## src/rtl/i2c_ext_pkg.sv

```systemverilog
// Shared types and defaults for the I2C channel-routing controller and related bus stages.
// Holds the controller FSM state encoding plus default address and channel count.
package i2c_ext_pkg;

    localparam logic [6:0] CTRL_ADDR_DEF = 7'h70;
    localparam int         NUM_CH_DEF    = 8;

    typedef enum logic [2:0] {
        ST_IDLE,
        ST_ADDR,
        ST_ADDR_ACK,
        ST_WDATA,
        ST_WDATA_ACK,
        ST_RDATA,
        ST_RDATA_ACK,
        ST_IGNORE
    } state_t;

endpackage

```

## src/rtl/i2c_route_ctrl_if.sv

```systemverilog
// Upstream I2C pins plus the channel-select outputs of the routing controller.
// The slave modport is the controller's view; the master modport is the bus/fan-out side.
interface i2c_route_ctrl_if
    import i2c_ext_pkg::*;
#(
    parameter int NUM_CH = NUM_CH_DEF
);
    logic              scl_in;
    logic              sda_in;
    logic              sda_oe;
    logic [NUM_CH-1:0] chan_sel;
    logic              sel_valid;
    logic              busy;

    modport master (
        output scl_in, sda_in,
        input  sda_oe, chan_sel, sel_valid, busy
    );

    modport slave (
        input  scl_in, sda_in,
        output sda_oe, chan_sel, sel_valid, busy
    );
endinterface

```

## src/rtl/i2c_cond_detect.sv

```systemverilog
// Synchronizes SCL/SDA and flags SCL edges and START/STOP; all flags are registered, 3 clk after the pin edge.
// Pure observer of the bus: no backpressure, every flag is a single-cycle pulse.
module i2c_cond_detect (
    input  logic clk,
    input  logic rst,
    input  logic i_scl,
    input  logic i_sda,
    output logic o_sda,
    output logic o_scl_rise,
    output logic o_scl_fall,
    output logic o_start,
    output logic o_stop
);
    // [0],[1] form the synchronizer; [2] is the edge-detect history stage
    logic [2:0] r_scl_sync;
    logic [2:0] r_sda_sync;
    logic       r_scl_rise;
    logic       r_scl_fall;
    logic       r_start;
    logic       r_stop;

    logic w_scl_hi;
    assign w_scl_hi = r_scl_sync[1] & r_scl_sync[2];

    always_ff @(posedge clk or posedge rst) begin
        if (rst) begin
            r_scl_sync <= 3'b111;
            r_sda_sync <= 3'b111;
            r_scl_rise <= 1'b0;
            r_scl_fall <= 1'b0;
            r_start    <= 1'b0;
            r_stop     <= 1'b0;
        end else begin
            r_scl_sync <= {r_scl_sync[1:0], i_scl};
            r_sda_sync <= {r_sda_sync[1:0], i_sda};
            r_scl_rise <= r_scl_sync[1] & ~r_scl_sync[2];
            r_scl_fall <= ~r_scl_sync[1] & r_scl_sync[2];
            r_start    <= w_scl_hi & ~r_sda_sync[1] & r_sda_sync[2];
            r_stop     <= w_scl_hi & r_sda_sync[1] & ~r_sda_sync[2];
        end
    end

    assign o_sda      = r_sda_sync[2];
    assign o_scl_rise = r_scl_rise;
    assign o_scl_fall = r_scl_fall;
    assign o_start    = r_start;
    assign o_stop     = r_stop;
endmodule

```

## src/rtl/i2c_route_ctrl.sv

```systemverilog
// I2C slave that latches a written byte as the downstream channel mask; mask applies 1 clk after STOP/Sr.
// No backpressure (I2C ACK only). Define I2C_ROUTE_READBACK_EN to allow reading chan_sel back.
module i2c_route_ctrl
    import i2c_ext_pkg::*;
#(
    parameter logic [6:0] CTRL_ADDR = CTRL_ADDR_DEF,
    parameter int         NUM_CH    = NUM_CH_DEF
)(
    input  logic            clk,
    input  logic            rst,
    i2c_route_ctrl_if.slave bus
);
    logic w_sda, w_rise, w_fall, w_start, w_stop;

    i2c_cond_detect u_cond (
        .clk        (clk),
        .rst        (rst),
        .i_scl      (bus.scl_in),
        .i_sda      (bus.sda_in),
        .o_sda      (w_sda),
        .o_scl_rise (w_rise),
        .o_scl_fall (w_fall),
        .o_start    (w_start),
        .o_stop     (w_stop)
    );

    state_t            r_state, w_state_nxt;
    logic [2:0]        r_cnt, w_cnt_nxt;
    logic [7:0]        r_shift, w_shift_nxt;
    logic              r_byte_done, w_byte_done_nxt;
    logic              r_oe, w_oe_nxt;
    logic [NUM_CH-1:0] r_stage, w_stage_nxt;
    logic              r_data_done, w_data_done_nxt;
    logic [NUM_CH-1:0] r_chan_sel, w_chan_sel_nxt;
    logic              r_sel_valid, w_sel_valid_nxt;
    logic              r_busy, w_busy_nxt;
    logic              w_addr_ok;

`ifdef I2C_ROUTE_READBACK_EN
    logic       r_rw, w_rw_nxt;
    logic [7:0] r_tx, w_tx_nxt;
    logic [7:0] w_tx_load;
    assign w_tx_load = 8'(r_chan_sel);
    assign w_addr_ok = (r_shift[7:1] == CTRL_ADDR);
`else
    assign w_addr_ok = (r_shift[7:1] == CTRL_ADDR) && !r_shift[0];
`endif

    always_ff @(posedge clk or posedge rst) begin
        if (rst) begin
            r_state     <= ST_IDLE;
            r_cnt       <= '0;
            r_shift     <= '0;
            r_byte_done <= 1'b0;
            r_oe        <= 1'b0;
            r_stage     <= '0;
            r_data_done <= 1'b0;
            r_chan_sel  <= '0;
            r_sel_valid <= 1'b0;
            r_busy      <= 1'b0;
`ifdef I2C_ROUTE_READBACK_EN
            r_rw        <= 1'b0;
            r_tx        <= '0;
`endif
        end else begin
            r_state     <= w_state_nxt;
            r_cnt       <= w_cnt_nxt;
            r_shift     <= w_shift_nxt;
            r_byte_done <= w_byte_done_nxt;
            r_oe        <= w_oe_nxt;
            r_stage     <= w_stage_nxt;
            r_data_done <= w_data_done_nxt;
            r_chan_sel  <= w_chan_sel_nxt;
            r_sel_valid <= w_sel_valid_nxt;
            r_busy      <= w_busy_nxt;
`ifdef I2C_ROUTE_READBACK_EN
            r_rw        <= w_rw_nxt;
            r_tx        <= w_tx_nxt;
`endif
        end
    end

    always_comb begin
        w_state_nxt     = r_state;
        w_cnt_nxt       = r_cnt;
        w_shift_nxt     = r_shift;
        w_byte_done_nxt = r_byte_done;
        w_oe_nxt        = r_oe;
        w_stage_nxt     = r_stage;
        w_data_done_nxt = r_data_done;
        w_chan_sel_nxt  = r_chan_sel;
        w_sel_valid_nxt = 1'b0;
        w_busy_nxt      = r_busy;
`ifdef I2C_ROUTE_READBACK_EN
        w_rw_nxt        = r_rw;
        w_tx_nxt        = r_tx;
`endif
        if (w_start || w_stop) begin
            // Commit only whole bytes; a partial byte never reached r_stage
            if (r_data_done) begin
                w_chan_sel_nxt  = r_stage;
                w_sel_valid_nxt = 1'b1;
            end
            w_data_done_nxt = 1'b0;
            w_cnt_nxt       = '0;
            w_byte_done_nxt = 1'b0;
            w_oe_nxt        = 1'b0;
            w_state_nxt     = w_start ? ST_ADDR : ST_IDLE;
            w_busy_nxt      = w_start;
        end else begin
            case (r_state)
                ST_ADDR, ST_WDATA: begin
                    if (w_rise) begin
                        w_shift_nxt     = {r_shift[6:0], w_sda};
                        w_cnt_nxt       = r_cnt + 3'd1;
                        w_byte_done_nxt = (r_cnt == 3'd7);
                    end else if (w_fall && r_byte_done) begin
                        w_byte_done_nxt = 1'b0;
                        if (r_state == ST_WDATA) begin
                            w_state_nxt     = ST_WDATA_ACK;
                            w_oe_nxt        = 1'b1;
                            w_stage_nxt     = NUM_CH'(r_shift);
                            w_data_done_nxt = 1'b1;
                        end else if (w_addr_ok) begin
                            w_state_nxt = ST_ADDR_ACK;
                            w_oe_nxt    = 1'b1;
`ifdef I2C_ROUTE_READBACK_EN
                            w_rw_nxt    = r_shift[0];
`endif
                        end else begin
                            w_state_nxt = ST_IGNORE;
                        end
                    end
                end
                ST_ADDR_ACK: begin
                    if (w_fall) begin
                        w_oe_nxt    = 1'b0;
                        w_state_nxt = ST_WDATA;
`ifdef I2C_ROUTE_READBACK_EN
                        if (r_rw) begin
                            w_state_nxt = ST_RDATA;
                            w_tx_nxt    = w_tx_load;
                            w_oe_nxt    = ~w_tx_load[7];
                        end
`endif
                    end
                end
                ST_WDATA_ACK: begin
                    if (w_fall) begin
                        w_oe_nxt    = 1'b0;
                        w_state_nxt = ST_WDATA;
                    end
                end
`ifdef I2C_ROUTE_READBACK_EN
                ST_RDATA: begin
                    if (w_rise) begin
                        w_cnt_nxt       = r_cnt + 3'd1;
                        w_byte_done_nxt = (r_cnt == 3'd7);
                    end else if (w_fall) begin
                        if (r_byte_done) begin
                            w_byte_done_nxt = 1'b0;
                            w_oe_nxt        = 1'b0;
                            w_state_nxt     = ST_RDATA_ACK;
                        end else begin
                            // counter already points at the next bit, MSB first
                            w_oe_nxt = ~r_tx[~r_cnt];
                        end
                    end
                end
                ST_RDATA_ACK: begin
                    if (w_rise) begin
                        w_shift_nxt = {r_shift[6:0], w_sda};
                    end else if (w_fall) begin
                        if (!r_shift[0]) begin
                            w_state_nxt = ST_RDATA;
                            w_oe_nxt    = ~r_tx[7];
                        end else begin
                            w_state_nxt = ST_IGNORE;
                        end
                    end
                end
`endif
                ST_IDLE, ST_IGNORE: begin
                    w_state_nxt = r_state;
                end
                default: begin
                    w_state_nxt = ST_IDLE;
                end
            endcase
        end
    end

    assign bus.sda_oe    = r_oe;
    assign bus.chan_sel  = r_chan_sel;
    assign bus.sel_valid = r_sel_valid;
    assign bus.busy      = r_busy;
endmodule

```

## src/flat_wrapper.sv

```systemverilog
// flat-port wrapper written by rule: the top's interface ports become plain ports
module i2c_route_ctrl_flat import i2c_ext_pkg::*;
#(
    parameter logic [6:0] CTRL_ADDR = CTRL_ADDR_DEF,
    parameter int         NUM_CH    = NUM_CH_DEF
)
  (clk, rst, bus_scl_in, bus_sda_in, bus_sda_oe, bus_chan_sel, bus_sel_valid, bus_busy);
  i2c_route_ctrl_if #(.NUM_CH(NUM_CH)) bus_i ();
  input  logic clk;
  input  logic rst;
  input wire logic [$bits(bus_i.scl_in)-1:0] bus_scl_in;
  input wire logic [$bits(bus_i.sda_in)-1:0] bus_sda_in;
  output wire logic [$bits(bus_i.sda_oe)-1:0] bus_sda_oe;
  output wire logic [$bits(bus_i.chan_sel)-1:0] bus_chan_sel;
  output wire logic [$bits(bus_i.sel_valid)-1:0] bus_sel_valid;
  output wire logic [$bits(bus_i.busy)-1:0] bus_busy;
  assign bus_i.scl_in = bus_scl_in;
  assign bus_i.sda_in = bus_sda_in;
  assign bus_sda_oe = bus_i.sda_oe;
  assign bus_chan_sel = bus_i.chan_sel;
  assign bus_sel_valid = bus_i.sel_valid;
  assign bus_busy = bus_i.busy;
  i2c_route_ctrl #(.CTRL_ADDR(CTRL_ADDR), .NUM_CH(NUM_CH)) u_core (.clk(clk), .rst(rst), .bus(bus_i));
endmodule
```

## config.mk

```make
export PLATFORM = sky130hd
export DESIGN_NAME = i2c_route_ctrl_flat
export DESIGN_NICKNAME = d
export VERILOG_FILES = /design/src/rtl/i2c_ext_pkg.sv /design/src/rtl/i2c_route_ctrl_if.sv /design/src/rtl/i2c_cond_detect.sv /design/src/rtl/i2c_route_ctrl.sv /design/src/flat_wrapper.sv
export SDC_FILE = /design/constraint.sdc
export NUM_CORES = 1
export LEC_CHECK = 0
export ABC_AREA = 1
export BUFFER_PORTS_ARGS = -buffer_cell sky130_fd_sc_hd__buf_4
export CAP_MARGIN = 0
export CORE_UTILIZATION = 45
export DETAILED_ROUTE_END_ITERATION = 10
export PLACE_DENSITY_LB_ADDON = 0.25
export SYNTH_ARGS = -nofsm -noshare
export SYNTH_HDL_FRONTEND = slang
export SYNTH_HIERARCHICAL = 1
export SYNTH_SLANG_ARGS = --single-unit
```

## constraint.sdc

```tcl
create_clock -name clk -period 1.7 [get_ports clk]
set_clock_uncertainty 0.15 [all_clocks]
set_input_delay 0.17 -clock clk [delete_from_list [all_inputs] [get_ports clk]]
set_output_delay 0.17 -clock clk [all_outputs]
set_load 0.02 [all_outputs]
```

==> results of run 1 <==
## layer usage
layer  vias up  part of all wire  track usage
li1        671                 -            -
met1       584              0.52        0.232
met2        13              0.43        0.240
met3         6             0.027       0.0456
met4         0             0.015       0.0718
met5         -                 0            0
## synthesized netlist by cell type
| library cell | number | share of area |
|---|---|---|
| sky130_fd_sc_hd__nor3_2 | 1 | 0.0052 |
| sky130_fd_sc_hd__nand2_2 | 4 | 0.013 |
| sky130_fd_sc_hd__dfrtp_1 | 39 | 0.51 |
| sky130_fd_sc_hd__nand2_4 | 2 | 0.012 |
| sky130_fd_sc_hd__o21ai_2 | 17 | 0.078 |
| sky130_fd_sc_hd__ha_1 | 2 | 0.013 |
| sky130_fd_sc_hd__nand3_1 | 7 | 0.018 |
| sky130_fd_sc_hd__a21oi_2 | 2 | 0.0091 |
| sky130_fd_sc_hd__a21oi_1 | 1 | 0.0026 |
| sky130_fd_sc_hd__nor2_4 | 1 | 0.0059 |
| sky130_fd_sc_hd__nor2_1 | 17 | 0.033 |
| sky130_fd_sc_hd__a32o_1 | 2 | 0.010 |
| sky130_fd_sc_hd__buf_6 | 2 | 0.012 |
| sky130_fd_sc_hd__nor2_8 | 1 | 0.010 |
| sky130_fd_sc_hd__nand4_1 | 1 | 0.0033 |
| sky130_fd_sc_hd__inv_1 | 21 | 0.041 |
| sky130_fd_sc_hd__dfstp_2 | 6 | 0.082 |
| sky130_fd_sc_hd__nor2_2 | 1 | 0.0033 |
| sky130_fd_sc_hd__o21ai_0 | 2 | 0.0052 |
| sky130_fd_sc_hd__nand2_1 | 63 | 0.12 |
| sky130_fd_sc_hd__o21ai_1 | 3 | 0.0078 |
| sky130_fd_sc_hd__inv_2 | 1 | 0.0020 |
## flip-flops by register name, indices dropped and copies added (netlist names)
register / count
u_core/bus.sda_oe: 1
u_core/r_data_done: 1
u_core/r_byte_done: 1
u_core/u_cond/r_sda_sync: 3
u_core/bus.busy: 1
u_core/u_cond/r_scl_sync: 3
u_core/u_cond/o_start: 1
u_core/r_stage: 8
u_core/u_cond/o_scl_fall: 1
u_core/bus.sel_valid: 1
u_core/r_shift: 8
u_core/u_cond/o_stop: 1
u_core/r_cnt: 3
u_core/r_state: 3
u_core/bus.chan_sel: 8
u_core/u_cond/o_scl_rise: 1
## final cells by class
cell class                      count  area share
Tap cell                           50      0.0282
Clock buffer                        6      0.0372
Clock inverter                      2     0.00620
Timing Repair Buffer               21      0.0744
Sequential cell                    45       0.511
Inverter                           22      0.0372
Multi-Input combinational cell    127       0.306
## through the flow
step	setup WS, ns	instance area [sq um]
finish	0.196	2220
global route	0.0510	2220
CTS	0.180	2220
detailed placement	0.193	2090
global placement	0.224	2090
floorplan	0.342	1920
## worst max-delay path by stage
stage	start	to	slack (ns)	depth (start not counted)
5_1_grt	u_core/r_state[2]$_DFFE_PP0P_	u_core/r_stage[1]$_DFFE_PP0P_	0.05	6
6_report	u_core/r_state[2]$_DFFE_PP0P_	u_core/r_stage[1]$_DFFE_PP0P_	0.20	6
4_1_cts	u_core/r_state[2]$_DFFE_PP0P_	u_core/r_stage[1]$_DFFE_PP0P_	0.18	6
3_3_place_gp	u_core/r_state[2]$_DFFE_PP0P_	u_core/r_stage[4]$_DFFE_PP0P_	0.22	6
2_1_floorplan	u_core/r_state[2]$_DFFE_PP0P_	u_core/r_stage[0]$_DFFE_PP0P_	0.34	7
3_5_place_dp	u_core/r_state[2]$_DFFE_PP0P_	u_core/r_stage[1]$_DFFE_PP0P_	0.19	6
## power breakdown
part,total [W],internal (W),switching (W)
clock network,0.000686,0.000329,0.000356
logic,0.000658,0.000231,0.000427
registers,0.00127,0.00119,0.0000765
## kinds of logic (layout without fill, tap and decap cells)
group | count (synthesis) | after routing | share of synthesized area
AOI/OAI and AO/OA | 27 | 27 | 0.113
adders and majority gates | 2 | 2 | 0.0131
buffers and inverters | 24 | 51 | 0.0548
DFF | 45 | 45 | 0.591
and+or+nand+nor | 98 | 98 | 0.228
==> summary.md, run 1 <==
| Metric | Value |
|---|---|
| Number of nets with antenna violations after detailed routing | `0` |
| Type of the most critical hold path | `reg -> reg` |
| Tot Pwr | `0.00261 W` |
| Die extent in x | `67.3 microns` |
| Worst r2r dst | `u_core/r_stage[1]$_DFFE_PP0P_` |
| Maximum clock path buffer count | `2` |
| Critical path buffer and inverter count | `1` |
| Area occupied by multi-input gates | `678 sq um` |
| H-tree Lvls | `2` |
| Average detailed-routed wire length per instance | `11.2 microns` |
| Syn_nets | `202` |
| Post-synth design cell area | `1920 sq um` |
| Final estimated routing congestion in global placement | `0.851` |
| Largest stage delay on the critical path | `0.41 ns` |
| Number of max-slew violations in the final report | `0` |
| Endpoints failing hold | `0` |
| End point of the worst hold path | `u_core/u_cond/r_scl_sync[1]$_DFF_PP1_` |
| Number of warnings issued by yosys | `6` |
| Pwr per Cell Area | `1180 nW/um^2` |
| GR Util All Layers | `0.166` |
| Outcome | `completed` |
| Tightest Pin Transition | `0.443 ns` |
| Number of maximum-capacitance constraint violations | `0` |
| Storage element area | `1130 sq um` |
| CTS root buffer | `sky130_fd_sc_hd__clkbuf_8` |
| Count of non-filler cells in the finished layout | `273` |
| Die area | `4520 sq um` |
| Antenna diode count | `0` |
| Number of buffers inserted during clock tree synthesis | `5` |
| P_leak | `1.14 nW` |
| Most common cell after layout, fill and taps aside | `sky130_fd_sc_hd__nand2_1` |
| Layout overhead on the synthesized area | `15.7%` |
| Detailed Route WL | `3.07 mm` |
| Utilization after layout | `0.547` |
| Hold buffers post-CTS | `3` |
| Wire length of the first global-routing pass | `5.55 mm` |
| Fin nets | `228` |
| Type of element capturing the critical path | `flop` |
| HPWL after detailed placement | `2.17 mm` |
| Start of the worst register-to-register path | `u_core/r_state[2]$_DFFE_PP0P_` |
| Critical Path Start Type | `flop` |
| Maximum frequency from static timing analysis | `665 MHz` |
| Worst-case headroom to the max-slew limit | `0.705` |
| WP data required | `1.73 ns` |
| Hold Slack | `0.207 ns` |
| Initial antenna violation count | `0` |
| Worst R2R Setup Slack | `0.20 ns` |
| Critical path class | `reg -> reg` |
| Largest net degree at the start of global routing | `36` |
| Core Footprint | `4060 sq um` |
| Count of port buffers added during placement | `14` |
| Cell count after placement | `262` |
| Ratio of cells with drive above 1 in the final layout | `0.278` |
| Number of buffers inserted to repair setup after CTS | `0` |
| Floorplan row count | `23` |
| Count of clock tree sinks | `45` |
| Setup TNS after final layout | `0 ns` |
| Seq/Total Area, Yosys | `0.591` |
| Arr. time, crit path | `1.54 ns` |
| Setup-violating endpoint count in the final report | `0` |
| Fill cell total of the finished layout | `358` |
| Clock tree from TritonCTS | `built` |
| Peak supply drop | `673 uV` |
| Flip-flop and latch count after synthesis | `45` |
| Depth of the worst register-to-register path | `6` |
| DRC errors left | `0` |
| Unrepaired setup endpoints after global routing | `false` |
| CP cell instances | `inv_2, nand2_2, nor2_8, nand2_2, nand2_1, o21ai_2` |
| Crit path top cell by count | `sky130_fd_sc_hd__nand2_2` |
| Gate count after technology mapping | `196` |
| Clock Pin Slew Worst Setup and Hold Paths | `0.08 ns` |
| Boundary pin count | `15` |
| Effective utilization at floorplan | `0.472` |
| Period utilisation layout | `0.885` |
| Post-synth cell types | `22` |
| Highest-count cells in the layout ignoring fill and taps | `sky130_fd_sc_hd__nand2_1, sky130_fd_sc_hd__dfrtp_1, sky130_fd_sc_hd__inv_1` |
| Cell family with the largest share of critical-path delay | `simple AND/OR/NAND/NOR gates` |
| Routed vias/inst | `4.67` |
| Final critical delay including setup and external delays | `1.50 ns` |
| Clk_lat worst skew | `0.30 ns` |
| Via count | `1274` |
| Total congestion overflow | `0` |
| Mean instance size in the synthesized netlist | `9.78 sq um` |
| Number of DRC markers in iteration 0 | `86` |
| Critical path peak fanout | `16` |
| Slowest library cell on the worst path | `sky130_fd_sc_hd__dfrtp_1` |
| Worst hold path startpoint | `u_core/u_cond/r_scl_sync[0]$_DFF_PP1_` |
| Number of cells traversed by the worst hold path | `0` |
| Number of instances resized during post-cts repair | `0` |
| Y dimension of the die | `67.3 microns` |
| Pre-Repair DR Iteration Count | `4` |
| Number of global-route vias before repair | `1241` |
Note: power is estimated with default switching activity, not from simulation.
==> run 2, diff against run 1 <==
- ABC_AREA: 1 -> default
==> summary.md, run 2 <==
| Metric | Value |
|---|---|
| Ranking of synthesized cells by area | `sky130_fd_sc_hd__dfrtp_1, sky130_fd_sc_hd__mux2_2, sky130_fd_sc_hd__dfstp_2, sky130_fd_sc_hd__nand2_1, sky130_fd_sc_hd__ha_1` |
| Cell with the most instances after synthesis | `sky130_fd_sc_hd__dfrtp_1` |
| Number of buffers inserted during clock tree synthesis | `5 (unchanged)` |
| WP data required | `1.73 ns (about the same)` |
| Pre-Repair DR Iteration Count | `4 (unchanged)` |
| Ys flop type | `sky130_fd_sc_hd__dfrtp_1` |
| Arr. time, crit path | `1.67 ns (+0.13 ns)` |
| Type of element capturing the critical path | `flop` |
| Mean instance size in the synthesized netlist | `13.9 sq um (+43%)` |
| Hold Slack | `0.209 ns (+0.00144 ns)` |
| Final critical delay including setup and external delays | `1.64 ns (+0.138 ns)` |
| Outcome | `completed` |
| H-tree Lvls | `2 (unchanged)` |
| Core Footprint | `3740 sq um (-7.7%)` |
| Maximum clock path buffer count | `2 (unchanged)` |
| Total congestion overflow | `0 (unchanged)` |
| Most common cell after layout, fill and taps aside | `sky130_fd_sc_hd__dfrtp_1` |
| Gate count after technology mapping | `128 (-35%)` |
| Floorplan row count | `22 (-4.3%)` |
| Number of warnings issued by yosys | `6 (unchanged)` |
| Wire length of the first global-routing pass | `5.30 mm (-4.6%)` |
| DRC errors left | `0 (unchanged)` |
| Detailed Route WL | `3.11 mm (+1.2%)` |
| Critical path peak fanout | `4 (-12)` |
| Boundary pin count | `15 (unchanged)` |
| Fill cell total of the finished layout | `316 (-12%)` |
| Maximum frequency from static timing analysis | `609 MHz (-8.4%)` |
| Final estimated routing congestion in global placement | `0.783 (-8.0%)` |
| Routed vias/inst | `5.28 (+13%)` |
| Period utilisation layout | `0.966 (+0.0811)` |
| P_leak | `1.11 nW (-2.7%)` |
| Effective utilization at floorplan | `0.477 (+0.00454)` |
| Via count | `1140 (-11%)` |
| Count of clock tree sinks | `45 (unchanged)` |
| Initial antenna violation count | `0 (unchanged)` |
| Setup-violating endpoint count in the final report | `0 (unchanged)` |
| Asr flop ratio synth | `1.00 (unchanged)` |
| Clk_lat worst skew | `0.30 ns (about the same)` |
| Largest net degree at the start of global routing | `36 (unchanged)` |
| Number of nets with antenna violations after detailed routing | `0 (unchanged)` |
| EDFF count, synth | `0 (unchanged)` |
| Number of DRC markers in iteration 0 | `27 (-69%)` |
| Clock tree from TritonCTS | `built` |
| Cell type with the highest aggregate area in the netlist | `sky130_fd_sc_hd__dfrtp_1` |
| Endpoints failing hold | `0 (unchanged)` |
| Share of the synthesized area in the top cell type | `0.547 (+0.0375)` |
| Critical path class | `reg -> reg` |
| Type of the most critical hold path | `reg -> reg` |
| Flip-flop and latch count after synthesis | `45 (unchanged)` |
| Tightest Pin Transition | `0.433 ns (-0.00933 ns)` |
| Count of port buffers added during placement | `14 (unchanged)` |
| Top post-synthesis cells by count | `sky130_fd_sc_hd__dfrtp_1, sky130_fd_sc_hd__mux2_2, sky130_fd_sc_hd__nand2_1` |
| Layout overhead on the synthesized area | `23.8%` |
| Highest-count cells in the layout ignoring fill and taps | `sky130_fd_sc_hd__dfrtp_1, sky130_fd_sc_hd__buf_4, sky130_fd_sc_hd__mux2_2` |
| Ratio of cells with drive above 1 in the final layout | `0.458 (+0.180)` |
| Fin nets | `173 (-24%)` |
| Post-synth cell types | `30 (+36%)` |
| Tot Pwr | `0.00237 W (-9.3%)` |
| Clock Pin Slew Worst Setup and Hold Paths | `0.08 ns (about the same)` |
| Die extent in x | `65.0 microns (-3.4%)` |
| Number of global-route vias before repair | `1222 (-1.5%)` |
| Pwr per Cell Area | `1070 nW/um^2 (-8.9%)` |
| HPWL after detailed placement | `2.12 mm (-2.4%)` |
| Syn_nets | `134 (-34%)` |
| Seq/Total Area, Yosys | `0.635 (+0.0435)` |
| Average detailed-routed wire length per instance | `14.4 microns (+28%)` |
| Number of maximum-capacitance constraint violations | `0 (unchanged)` |
| Y dimension of the die | `65.0 microns (-3.4%)` |
| Critical Path Start Type | `flop` |
| Peak supply drop | `771 uV (+14%)` |
| Worst-case headroom to the max-slew limit | `0.711 (+0.00622)` |
| Number of max-slew violations in the final report | `0 (unchanged)` |
| Unrepaired setup endpoints after global routing | `true` |
| Post-synth design cell area | `1790 sq um (-6.9%)` |
| CTS root buffer | `sky130_fd_sc_hd__clkbuf_8` |
| Antenna diode count | `0 (unchanged)` |
| GR Util All Layers | `0.170 (+0.00408)` |
| Die area | `4220 sq um (-6.6%)` |
run 2: layer usage:
| metal | wire length [microns] | GRT usage |
|---|---|---|
| met3 | 90 | 0.0475 |
| met2 | 1660 | 0.298 |
| met5 | 0 | 0 |
| met4 | 55 | 0.0750 |
| met1 | 1300 | 0.190 |
run 2: kinds of logic (layout without fill, tap and decap cells):
family                     after synthesis  count (layout)  share of synthesized area
adders and majority gates                2               2                     0.0140
xor gates and xnor gates                 2               2                    0.00981
buffers and inverters                    7              46                     0.0154
AOI/OAI and AO/OA                       18              18                     0.0687
and+or+nand+nor                         30              31                      0.106
DFF                                     45              45                      0.635
muxes                                   24              24                      0.151
run 2: cell type report:
class	instances	area (sq um)	share of cell area
flip-flops and latches	45	1130	0.514
multi-input cells	77	649	0.294
inverters	6	22.5	0.0102
clock inverters	2	10.0	0.00453
repair buffers	32	260	0.118
well taps	48	60.1	0.0272
clock buffers	6	72.6	0.0328
run 2: worst paths after layout:
check                                                 startpoint                               endpoint  slack [ns]  cells past startpoint
min in group asynchronous                                    rst        u_core/u_cond/o_start$_DFF_PP0_        0.26                      3
max reg2reg                        u_core/r_state[2]$_DFFE_PP0P_          u_core/r_stage[3]$_DFFE_PP0P_        0.06                      4
max                                u_core/r_state[2]$_DFFE_PP0P_          u_core/r_stage[3]$_DFFE_PP0P_        0.06                      4
max in group asynchronous                                    rst          u_core/r_state[2]$_DFFE_PP0P_        0.67                      4
min reg2reg                u_core/u_cond/r_sda_sync[0]$_DFF_PP1_  u_core/u_cond/r_sda_sync[1]$_DFF_PP1_        0.21                      0
min                        u_core/u_cond/r_sda_sync[0]$_DFF_PP1_  u_core/u_cond/r_sda_sync[1]$_DFF_PP1_        0.21                      0
run 2: power breakdown:
part | leakage, nW | internal, W | total, W | switching, W
logic | 0.476 | 0.000243 | 0.000424 | 0.000181
clock network | 0.0450 | 0.000285 | 0.000622 | 0.000337
registers | 0.587 | 0.00121 | 0.00132 | 0.000116
run 2: worst max-delay path, cell delays in order (launching register included):
cell	delay (ns)
sky130_fd_sc_hd__dfrtp_2	0.44
sky130_fd_sc_hd__nor2b_4	0.15
sky130_fd_sc_hd__and4b_4	0.30
sky130_fd_sc_hd__nand3_2	0.16
sky130_fd_sc_hd__mux2_2	0.33
run 2: what timing repair did:
item	in CTS	in global routing
buffers inserted	0	3
endpoints found under the setup margin	0	9
hold buffers	3	0
hold endpoints to repair	47	0
gates resized for setup	0	5
run 2: stage by stage:
step / setup TNS (ns) / instances / setup slack (ns) / utilization / instance area, sq um
detailed placement: 0 / 201 / 0.0450 / 0.547 / 2050
global route: -0.00631 / 216 / -0.00631 / 0.590 / 2210
finish: 0 / 216 / 0.0580 / 0.590 / 2210
CTS: 0 / 212 / 0.0397 / 0.577 / 2160
floorplan: 0 / 128 / 0.0635 / - / 1790
global placement: 0 / 201 / 0.0778 / 0.547 / 2050
